### config.mk
export PLATFORM = sky130hd
export DESIGN_NAME = sp_accum_bank
export DESIGN_NICKNAME = d
export VERILOG_FILES = /design/src/rtl/sp_accum_bank.sv
export SDC_FILE = /design/constraint.sdc
export NUM_CORES = 2
export LEC_CHECK = 0
export ABC_AREA = 1
export BUFFER_PORTS_ARGS = -buffer_cell sky130_fd_sc_hd__buf_2
export CORE_MARGIN = 5
export CORE_UTILIZATION = 45
export DETAILED_ROUTE_END_ITERATION = 8
export PLACE_DENSITY = 0.57
export SYNTH_ARGS = -nofsm -noshare
export SYNTH_HDL_FRONTEND = slang
export SYNTH_SLANG_ARGS = --single-unit
### constraint.sdc
create_clock -name clk_i -period 3.7 [get_ports clk_i]
set_input_delay 0.37 -clock clk_i [delete_from_list [all_inputs] [get_ports clk_i]]
set_output_delay 0.37 -clock clk_i [all_outputs]
set_load 0.05 [all_outputs]
### src/rtl/sp_accum_bank.sv
// ---------------------------------------------------------------------------
// sp_accum_bank
//
// Result scratchpad for the matrix-multiply accelerator. It holds SP_NTARGETS
// matrices of MAX_DIM x MAX_DIM elements. Each line is one BUS_WIDTH row of
// MAX_DIM elements of DATA_WIDTH bits. Line index = {target, addr}.
//
// Ports
//   clk_i, rst_ni      clock and asynchronous active-low reset
//   wr_en_i            write request, accepted when wr_ready_o is high
//   wr_acc_i           1 = accumulate into the element, 0 = overwrite
//   wr_strb_i          per-element write enable (bit k -> element k)
//   wr_target_i        write target
//   wr_addr_i          write line address
//   wr_data_i          write data
//   wr_ready_o         low while a clear sweep is running
//   rd_en_i            read request for both ports
//   rd_target_i        read target
//   rd_addr_a_i        port A line address
//   rd_addr_b_i        port B line address
//   rd_data_a_o        port A data (registered, 1-cycle latency)
//   rd_data_b_o        port B data (registered, 1-cycle latency)
//   rd_valid_o         read data valid
//   clr_i              start a hardware clear of clr_target_i
//   clr_target_i       target to clear
//   busy_o             clear sweep in progress
//   clr_done_o         one-cycle pulse after the last line is cleared
//
// Build option
//   SP_ACC_SAT_EN      when defined, accumulate is signed and saturating.
//                      When it is undefined, accumulate wraps modulo
//                      2^DATA_WIDTH.
// ---------------------------------------------------------------------------
module sp_accum_bank #(
    parameter int  SP_NTARGETS = 4,
    parameter int  DATA_WIDTH  = 32,
    parameter int  BUS_WIDTH   = 64,
    localparam int MAX_DIM     = BUS_WIDTH / DATA_WIDTH,
    localparam int AW          = 2 * $clog2(MAX_DIM),
    localparam int TW          = (SP_NTARGETS > 1) ? $clog2(SP_NTARGETS) : 1
) (
    input  logic                 clk_i,
    input  logic                 rst_ni,
    input  logic                 wr_en_i,
    input  logic                 wr_acc_i,
    input  logic [MAX_DIM-1:0]   wr_strb_i,
    input  logic [TW-1:0]        wr_target_i,
    input  logic [AW-1:0]        wr_addr_i,
    input  logic [BUS_WIDTH-1:0] wr_data_i,
    output logic                 wr_ready_o,
    input  logic                 rd_en_i,
    input  logic [TW-1:0]        rd_target_i,
    input  logic [AW-1:0]        rd_addr_a_i,
    input  logic [AW-1:0]        rd_addr_b_i,
    output logic [BUS_WIDTH-1:0] rd_data_a_o,
    output logic [BUS_WIDTH-1:0] rd_data_b_o,
    output logic                 rd_valid_o,
    input  logic                 clr_i,
    input  logic [TW-1:0]        clr_target_i,
    output logic                 busy_o,
    output logic                 clr_done_o
);

    localparam int              LPT      = MAX_DIM * MAX_DIM;
    localparam int              NLINES   = SP_NTARGETS * LPT;
    localparam int              IW       = TW + AW;
    localparam logic [AW-1:0]   CNT_LAST = AW'(LPT - 1);

    typedef enum logic {IDLE, CLEAR} state_t;

    // Accumulate one element. The saturating build treats both operands as
    // signed and uses one guard bit to detect overflow.
    function automatic logic signed [DATA_WIDTH-1:0] acc_elem(
        input logic signed [DATA_WIDTH-1:0] a,
        input logic signed [DATA_WIDTH-1:0] b
    );
`ifdef SP_ACC_SAT_EN
        logic signed [DATA_WIDTH:0] sum;
        sum = a + b;
        if (sum[DATA_WIDTH] != sum[DATA_WIDTH-1]) begin
            return sum[DATA_WIDTH] ? {1'b1, {(DATA_WIDTH-1){1'b0}}}
                                   : {1'b0, {(DATA_WIDTH-1){1'b1}}};
        end
        return sum[DATA_WIDTH-1:0];
`else
        return a + b;
`endif
    endfunction

    logic [BUS_WIDTH-1:0] mem [NLINES];

    state_t               state_q, state_d;
    logic [AW-1:0]        cnt_q, cnt_d;
    logic [TW-1:0]        tgt_q, tgt_d;
    logic                 clr_done_q, clr_done_d;

    logic                 sweep;
    logic                 wr_fire;
    logic [IW-1:0]        wr_idx;
    logic [IW-1:0]        clr_idx;
    logic [IW-1:0]        rd_idx_a;
    logic [IW-1:0]        rd_idx_b;

    logic [BUS_WIDTH-1:0] rd_data_a_p1;
    logic [BUS_WIDTH-1:0] rd_data_b_p1;
    logic                 vld_p1;

    assign sweep      = (state_q == CLEAR);
    assign busy_o     = sweep;
    assign wr_ready_o = ~sweep;
    assign wr_fire    = wr_en_i & ~sweep;
    assign wr_idx     = {wr_target_i, wr_addr_i};
    assign clr_idx    = {tgt_q, cnt_q};
    assign rd_idx_a   = {rd_target_i, rd_addr_a_i};
    assign rd_idx_b   = {rd_target_i, rd_addr_b_i};

    // Clear sweep controller
    always_ff @(posedge clk_i or negedge rst_ni) begin
        if (!rst_ni) begin
            state_q    <= IDLE;
            cnt_q      <= '0;
            tgt_q      <= '0;
            clr_done_q <= 1'b0;
        end else begin
            state_q    <= state_d;
            cnt_q      <= cnt_d;
            tgt_q      <= tgt_d;
            clr_done_q <= clr_done_d;
        end
    end

    always_comb begin
        state_d    = state_q;
        cnt_d      = cnt_q;
        tgt_d      = tgt_q;
        clr_done_d = 1'b0;
        case (state_q)
            IDLE: begin
                if (clr_i) begin
                    state_d = CLEAR;
                    cnt_d   = '0;
                    tgt_d   = clr_target_i;
                end
            end
            CLEAR: begin
                cnt_d = cnt_q + 1'b1;
                if (cnt_q == CNT_LAST) begin
                    state_d    = IDLE;
                    clr_done_d = 1'b1;
                end
            end
            default: state_d = IDLE;
        endcase
    end

    assign clr_done_o = clr_done_q;

    // Line storage. Writes are refused while sweeping, so the sweep and
    // the write path never touch the array on the same edge.
    always_ff @(posedge clk_i or negedge rst_ni) begin
        if (!rst_ni) begin
            for (int i = 0; i < NLINES; i++) begin
                mem[i] <= '0;
            end
        end else if (sweep) begin
            mem[clr_idx] <= '0;
        end else if (wr_fire) begin
            for (int k = 0; k < MAX_DIM; k++) begin
                if (wr_strb_i[k]) begin
                    mem[wr_idx][k*DATA_WIDTH +: DATA_WIDTH] <= wr_acc_i
                        ? acc_elem(mem[wr_idx][k*DATA_WIDTH +: DATA_WIDTH],
                                   wr_data_i[k*DATA_WIDTH +: DATA_WIDTH])
                        : wr_data_i[k*DATA_WIDTH +: DATA_WIDTH];
                end
            end
        end
    end

    // Read stage p0 -> p1: the read captures the contents before this
    // edge's update, and the data holds when no read is requested.
    always_ff @(posedge clk_i or negedge rst_ni) begin
        if (!rst_ni) begin
            rd_data_a_p1 <= '0;
            rd_data_b_p1 <= '0;
            vld_p1       <= 1'b0;
        end else begin
            vld_p1 <= rd_en_i;
            if (rd_en_i) begin
                rd_data_a_p1 <= mem[rd_idx_a];
                rd_data_b_p1 <= mem[rd_idx_b];
            end
        end
    end

    assign rd_data_a_o = rd_data_a_p1;
    assign rd_data_b_o = rd_data_b_p1;
    assign rd_valid_o  = vld_p1;

endmodule

---- Word-level counts from Yosys, hierarchy flattened ----
Cells that the tools add are included.
storage, ports and cells
  word-level logic and storage cells ...... 78
  input bits .............................. 84
  output and inout bits ................... 132
  flip-flop bits (word level) ............. 1159
operators by class
  bitwise gates (word level) .............. 8
  $lt $le $gt $ge ......................... 6
  reductions and logical operators ........ 4
  eq/ne operators ......................... 2
  muxes and demuxes ....................... 32
  add/subtract/negate cells ............... 3
operators with widths
  operator                                                               number
  1024-bit two-way mux                                                   6
  1024-bit bitwise mux                                                   2
  1024-bit AND                                                           1
  1024-bit inverter                                                      1
  64-bit binary-select mux with 4-bit select                             3
  64-bit demux with 4-bit select                                         3
  64-bit two-way mux                                                     8
  32-bit two-way mux                                                     3
  32-bit adder                                                           2
  5-bit >= comparator (second input constant)                            4
  4-bit inverter with 5-bit output                                       4
  5-bit by 1-bit < comparator with 1-bit output (second input constant)  2
  1-bit two-way mux                                                      4
  2-bit one-hot mux with 2 select lines                                  1
  2-bit by 1-bit adder with 2-bit output (second input constant)         1
  2-bit equality test (second input constant)                            1
  1-bit logical AND                                                      2
  2-bit two-way mux                                                      1
  2-bit by 1-bit != test with 1-bit output (second input constant)       1
  1-bit one-hot mux with 2 select lines                                  1
  2-bit AND reduction                                                    1
  2-bit nonzero test                                                     1
  1-bit AND                                                              1
  1-bit inverter                                                         1

---- Longest topological paths before layout ----
  word-level depth ........................ 14
  depth in mapped cells ................... 25
  mapped depth without buffers ............ 21

---- Worst setup path before layout ----
Ideal clock, no wire load.
  kind .................................... input to register
  start ................................... input wr_addr_i[0]
  end ..................................... register mem[392] (netlist name)
  path buffers ............................ 5
  data required time ...................... 3.559 ns
  stages on the path ...................... 19
  setup slack ............................. 0.152 ns
  data arrival time ....................... 3.407 ns
  library setup time ...................... 0.141 ns
  cell sequence ........................... buf_4 > nand2_4 > buf_6 > buf_2 > buf_1 > o22ai_1 > o21ai_0 > nand4_1 > ha_1 > fa_1 > nand2_1 > nand3_1 > and2_1 > a21o_1 > xnor2_1 > nand2_1 > o21ai_1 > buf_2 > o22ai_1
between the ends
  word-level cells in the longest chain between the ends .. 14
  elaborated cells between the ends (all ways) .. 20
  classes of those cells .................. add/sub: 1; order compare: 2; mux: 15; bitwise: 1; reduce/logical: 1
ends and longest elaborated chain
  item                                        line  text
  start, declared                             48    input logic [AW-1:0] wr_addr_i,
  4-bit inverter with 5-bit output (*)        171   ? acc_elem(mem[wr_idx][k*DATA_WIDTH +: DATA_WIDTH],
  64-bit binary-select mux with 4-bit select  171
  64-bit two-way mux (2 in a row)             n/a
  32-bit adder                                86    return a + b;
  32-bit two-way mux                          171
  1024-bit bitwise mux                        170   mem[wr_idx][k*DATA_WIDTH +: DATA_WIDTH] <= wr_acc_i
  1024-bit two-way mux                        169   if (wr_strb_i[k]) begin
  1024-bit two-way mux                        167   end else if (wr_fire) begin
  1024-bit two-way mux                        165   end else if (sweep) begin
  1024-bit bitwise mux                        170
  1024-bit two-way mux (*)                    169
  1024-bit two-way mux (*)                    167
  1024-bit two-way mux (*)                    165
  end signal, assigned by index               170
  end, declared                               90    logic [BUS_WIDTH-1:0] mem [NLINES];
Every way passes the cells marked *; elsewhere a longest branch is shown, timed or not. The select of a mux whose other input is x is not followed.
A chain may end at the register's enable or synchronous reset.

---- Worst setup path in the final report ----
  start ................................... input wr_addr_i[1]
  end ..................................... register mem[531] (netlist name)
The elaborated chain is that of the path after synthesis.

==> impl_metrics.json <==
{
  "outcome": "finished, violations left",
  "failed_checks": "negative hold slack",
  "drt-wirelength-per-cell_um": 29.6,
  "critPathCapture": "mem[531]",
  "synthSimpleGateAreaFrac": 0.185,
  "stdcell_count": 12100,
  "met2_usage": 0.600,
  "clock_path_buffers": 3,
  "hp-class": "input port to register",
  "cts_tree": "done",
  "r2r-start": "mem[224]",
  "clk_pin_slew_ns": 0.06,
  "gp_congestion": 0.945,
  "globalRouteOverflowTotal": 0,
  "drv_cap": 0,
  "avgSynthCellArea_um2": 7.26,
  "preCtsSetupSlack_ns": -0.398,
  "ant_nets": 0,
  "setup_slack_ns": 0.303,
  "synth_seq_area_share": 0.406,
  "track_usage": 0.413,
  "dr.pass1.iters": 7,
  "finalCritPeriodShare": 0.918,
  "grt_pass1_wl_um": 518000,
  "dieArea_um2": 167000,
  "leakage_nw": 36.9,
  "drtIter0Drc": 11900,
  "rsz0062_at_grt": "false",
  "fp.dieH_um": 409,
  "post-cts-setup-buffers": 0,
  "crit_arrival_ns": 4.03,
  "crit_fanout": 17,
  "critPathLaunchType": "input port",
  "hold_viol_final": 1,
  "clockRootBuffer": "clkbuf_16",
  "powerDensity_nw_per_um2": 503,
  "grt_busiest_layer": "met2",
  "syn-cell-area_um2": 71500,
  "r2r_cells": 18,
  "use_met1": 0.538,
  "place_area_um2": 78000,
  "r2r_slack_ns": 0.37,
  "cts.sinks": 1159,
  "route.detailed.drc": 0,
  "clk_latency_ns": 0.82,
  "setup_violations": 0,
  "yosysWarnings": 0,
  "max_freq_ghz": 0.294,
  "async_reset_ff_frac": 1.00,
  "ir_drop_mv": 0.648,
  "row_count": 146,
  "synthMuxAreaShare": 0.000420,
  "vias_per_cell": 6.67,
  "chipWidth_um": 409,
  "dp_hpwl_um": 216000,
  "period_needed_ns": 3.40,
  "design_area_um2": 82700,
  "fin_nets": 10100,
  "clock_skew_ns": 0.0413,
  "hold_depth": 1,
  "dp.cells": 11900,
  "grt_pass1_vias": 76200,
  "ys_types": 49,
  "netlist_instances": 9844,
  "synth_top_family_by_area": "compound AO/OA/AOI/OAI gates",
  "slew_viol_final": 0,
  "met3_usage": 0.121,
  "cp-end-kind": "register",
  "critPathRequiredTime_ns": 4.34,
  "grt_max_degree": 146,
  "ys.flop_type": "dfrtp_1",
  "cts_buffers": 141,
  "fin_util": 0.523,
  "synth_edf_count": 0,
  "initial_core_util": 0.452,
  "synthToLayoutAreaGrowth_pct": 15.7,
  "io_pins": 216,
  "antenna_found_initial": 21,
  "htree_levels": 4,
  "p_total_mw": 41.6,
  "synth_compound_area_frac": 0.302,
  "drive_gt1_frac": 0.121,
  "slew_headroom": 0.223,
  "synth-xor-area-share": 0.00318,
  "route.vias.total": 81000,
  "crit_type": "input port to register",
  "whs_ns": -0.0123,
  "core-area_um2": 158000,
  "io_buffer_count": 215,
  "r2r-end": "mem[958]",
  "worst_slew_pin_slew_ns": 1.16,
  "synth_nets": 9996,
  "synth_fa_ha_area_frac": 0.0121,
  "ys_ff_latch": 1159,
  "wl_um": 359000,
  "ctsResizeCount": 0,
  "startpoint": "wr_addr_i[1]",
  "postCtsHoldBufs": 6
}
## synth_stat cells (4+ instances only)
master	n	area, um^2
o221ai_1	170	1490
buf_4	34	255
nor2_2	27	169
a21oi_1	801	4010
nand4_1	40	250
nor2_4	5	56.3
nand2_1	1498	5620
nor2_1	776	2910
a22oi_1	220	1650
inv_2	73	274
nand3_1	722	3610
a2111o_1	27	304
clkinv_1	5	18.8
xnor2_1	23	201
nand3_2	4	40.0
buf_2	206	1030
buf_1	108	405
ha_1	66	826
o22ai_1	711	4450
inv_1	692	2600
a31oi_1	131	820
dfrtp_1	1159	29000
or2_2	36	225
a32o_1	8	80.1
nor3_2	11	110
o21bai_1	12	90.1
nor3_1	12	60.1
o21ai_1	36	180
o21ai_0	1656	8290
clkbuf_1	509	1910
buf_6	4	45.0
nand2_2	12	75.1
a22o_1	6	52.6
o211ai_1	16	120
## per-stage QoR
step           setup TNS [ns]  hold WS [ns]
2_1_floorplan               0        0.0744
3_3_place_gp          -188.60         0.394
3_5_place_dp          -192.48         0.396
4_1_cts                     0        0.0145
5_1_grt                     0        0.0223
6_report                    0       -0.0123
## logic make-up (layout without fill, tap and decap cells)
logic type               count (synthesis)  count (layout)
AO/OA/AOI/OAI                         3804            3804
XOR/XNOR                                26              26
adder cells (fa/ha/maj)                 68              68
buffers and inverters                 1633            1836
flip-flops                            1159            1159
multiplexers                             3               3
other                                    0              12
AND/OR/NAND/NOR                       3151            3151
## metal layers
metal	up-vias	routed length (um)
li1	34700	-
met1	38600	136000
met2	6102	149000
met3	1502	47300
met4	10	27200
met5	-	98
## critical path, stage by stage
cell	delay [ns]
buf_2	0.18
buf_4	0.22
nor2_8	0.09
inv_6	0.21
buf_4	0.36
o22ai_1	0.14
o21ai_0	0.26
nand4_1	0.33
ha_1	0.46
nand2_1	0.09
nand2_1	0.07
a21oi_1	0.12
nand2_1	0.13
nand2_1	0.09
nand3_1	0.16
nand2_1	0.13
nand2_1	0.05
nand2_1	0.05
nand3_1	0.06
nand2_1	0.18
buf_12	0.17
o21ai_0	0.09
## worst min-delay path by stage
stage / startpoint / to / slack (ns)
after floorplan: rst_ni / busy_o / 0.07
after global placement: rst_ni / mem[650] / 0.39
after detailed placement: rst_ni / mem[650] / 0.40
after CTS: wr_data_i[13] / mem[973] / 0.01
after global routing: rd_en_i / rd_valid_o / 0.02
final: rd_en_i / rd_valid_o / -0.01
## registers in the layout (all words and copies together) (netlist names)
name and count:
rd_data_a_o 64, clr_done_o 1, tgt_q 2, busy_o 1, cnt_q 2, mem 1024, rd_valid_o 1, rd_data_b_o 64
## cell type report
| type | count | area [um^2] |
|---|---|---|
| antenna | 12 | 30.0 |
| clock buffer | 203 | 4110 |
| clock inverter | 49 | 546 |
| fill | 15300 | 75500 |
| inverter | 772 | 2960 |
| multi-input combinational | 7052 | 36000 |
| sequential | 1159 | 29000 |
| tap | 2072 | 2590 |
| timing repair buffer | 812 | 7530 |
## cell usage in the layout, fill, tap and decap left out, types with 25 or more instances in the layout
cell       count
o21ai_1       37
nor2_1       776
inv_2         70
a2111o_1      27
clkbuf_16    143
o221ai_1     170
buf_2        206
or2_2         36
nand2_1     1498
clkinv_2      27
a31oi_1      131
nor2_2        25
a22oi_1      220
nand3_1      722
clkbuf_1      29
o22ai_1      711
nand4_1       40
a21oi_1      801
ha_1          66
buf_4        443
o21ai_0     1655
dfrtp_1     1158
clkbuf_8      34
buf_12       151
inv_1        690
## power by group
part           switching [mW]  internal, mW
combinational            10.0          2.98
sequential              0.815          13.5
clock                    6.06          8.24
total                    16.9          24.8
(Power assumes the default switching activity.)
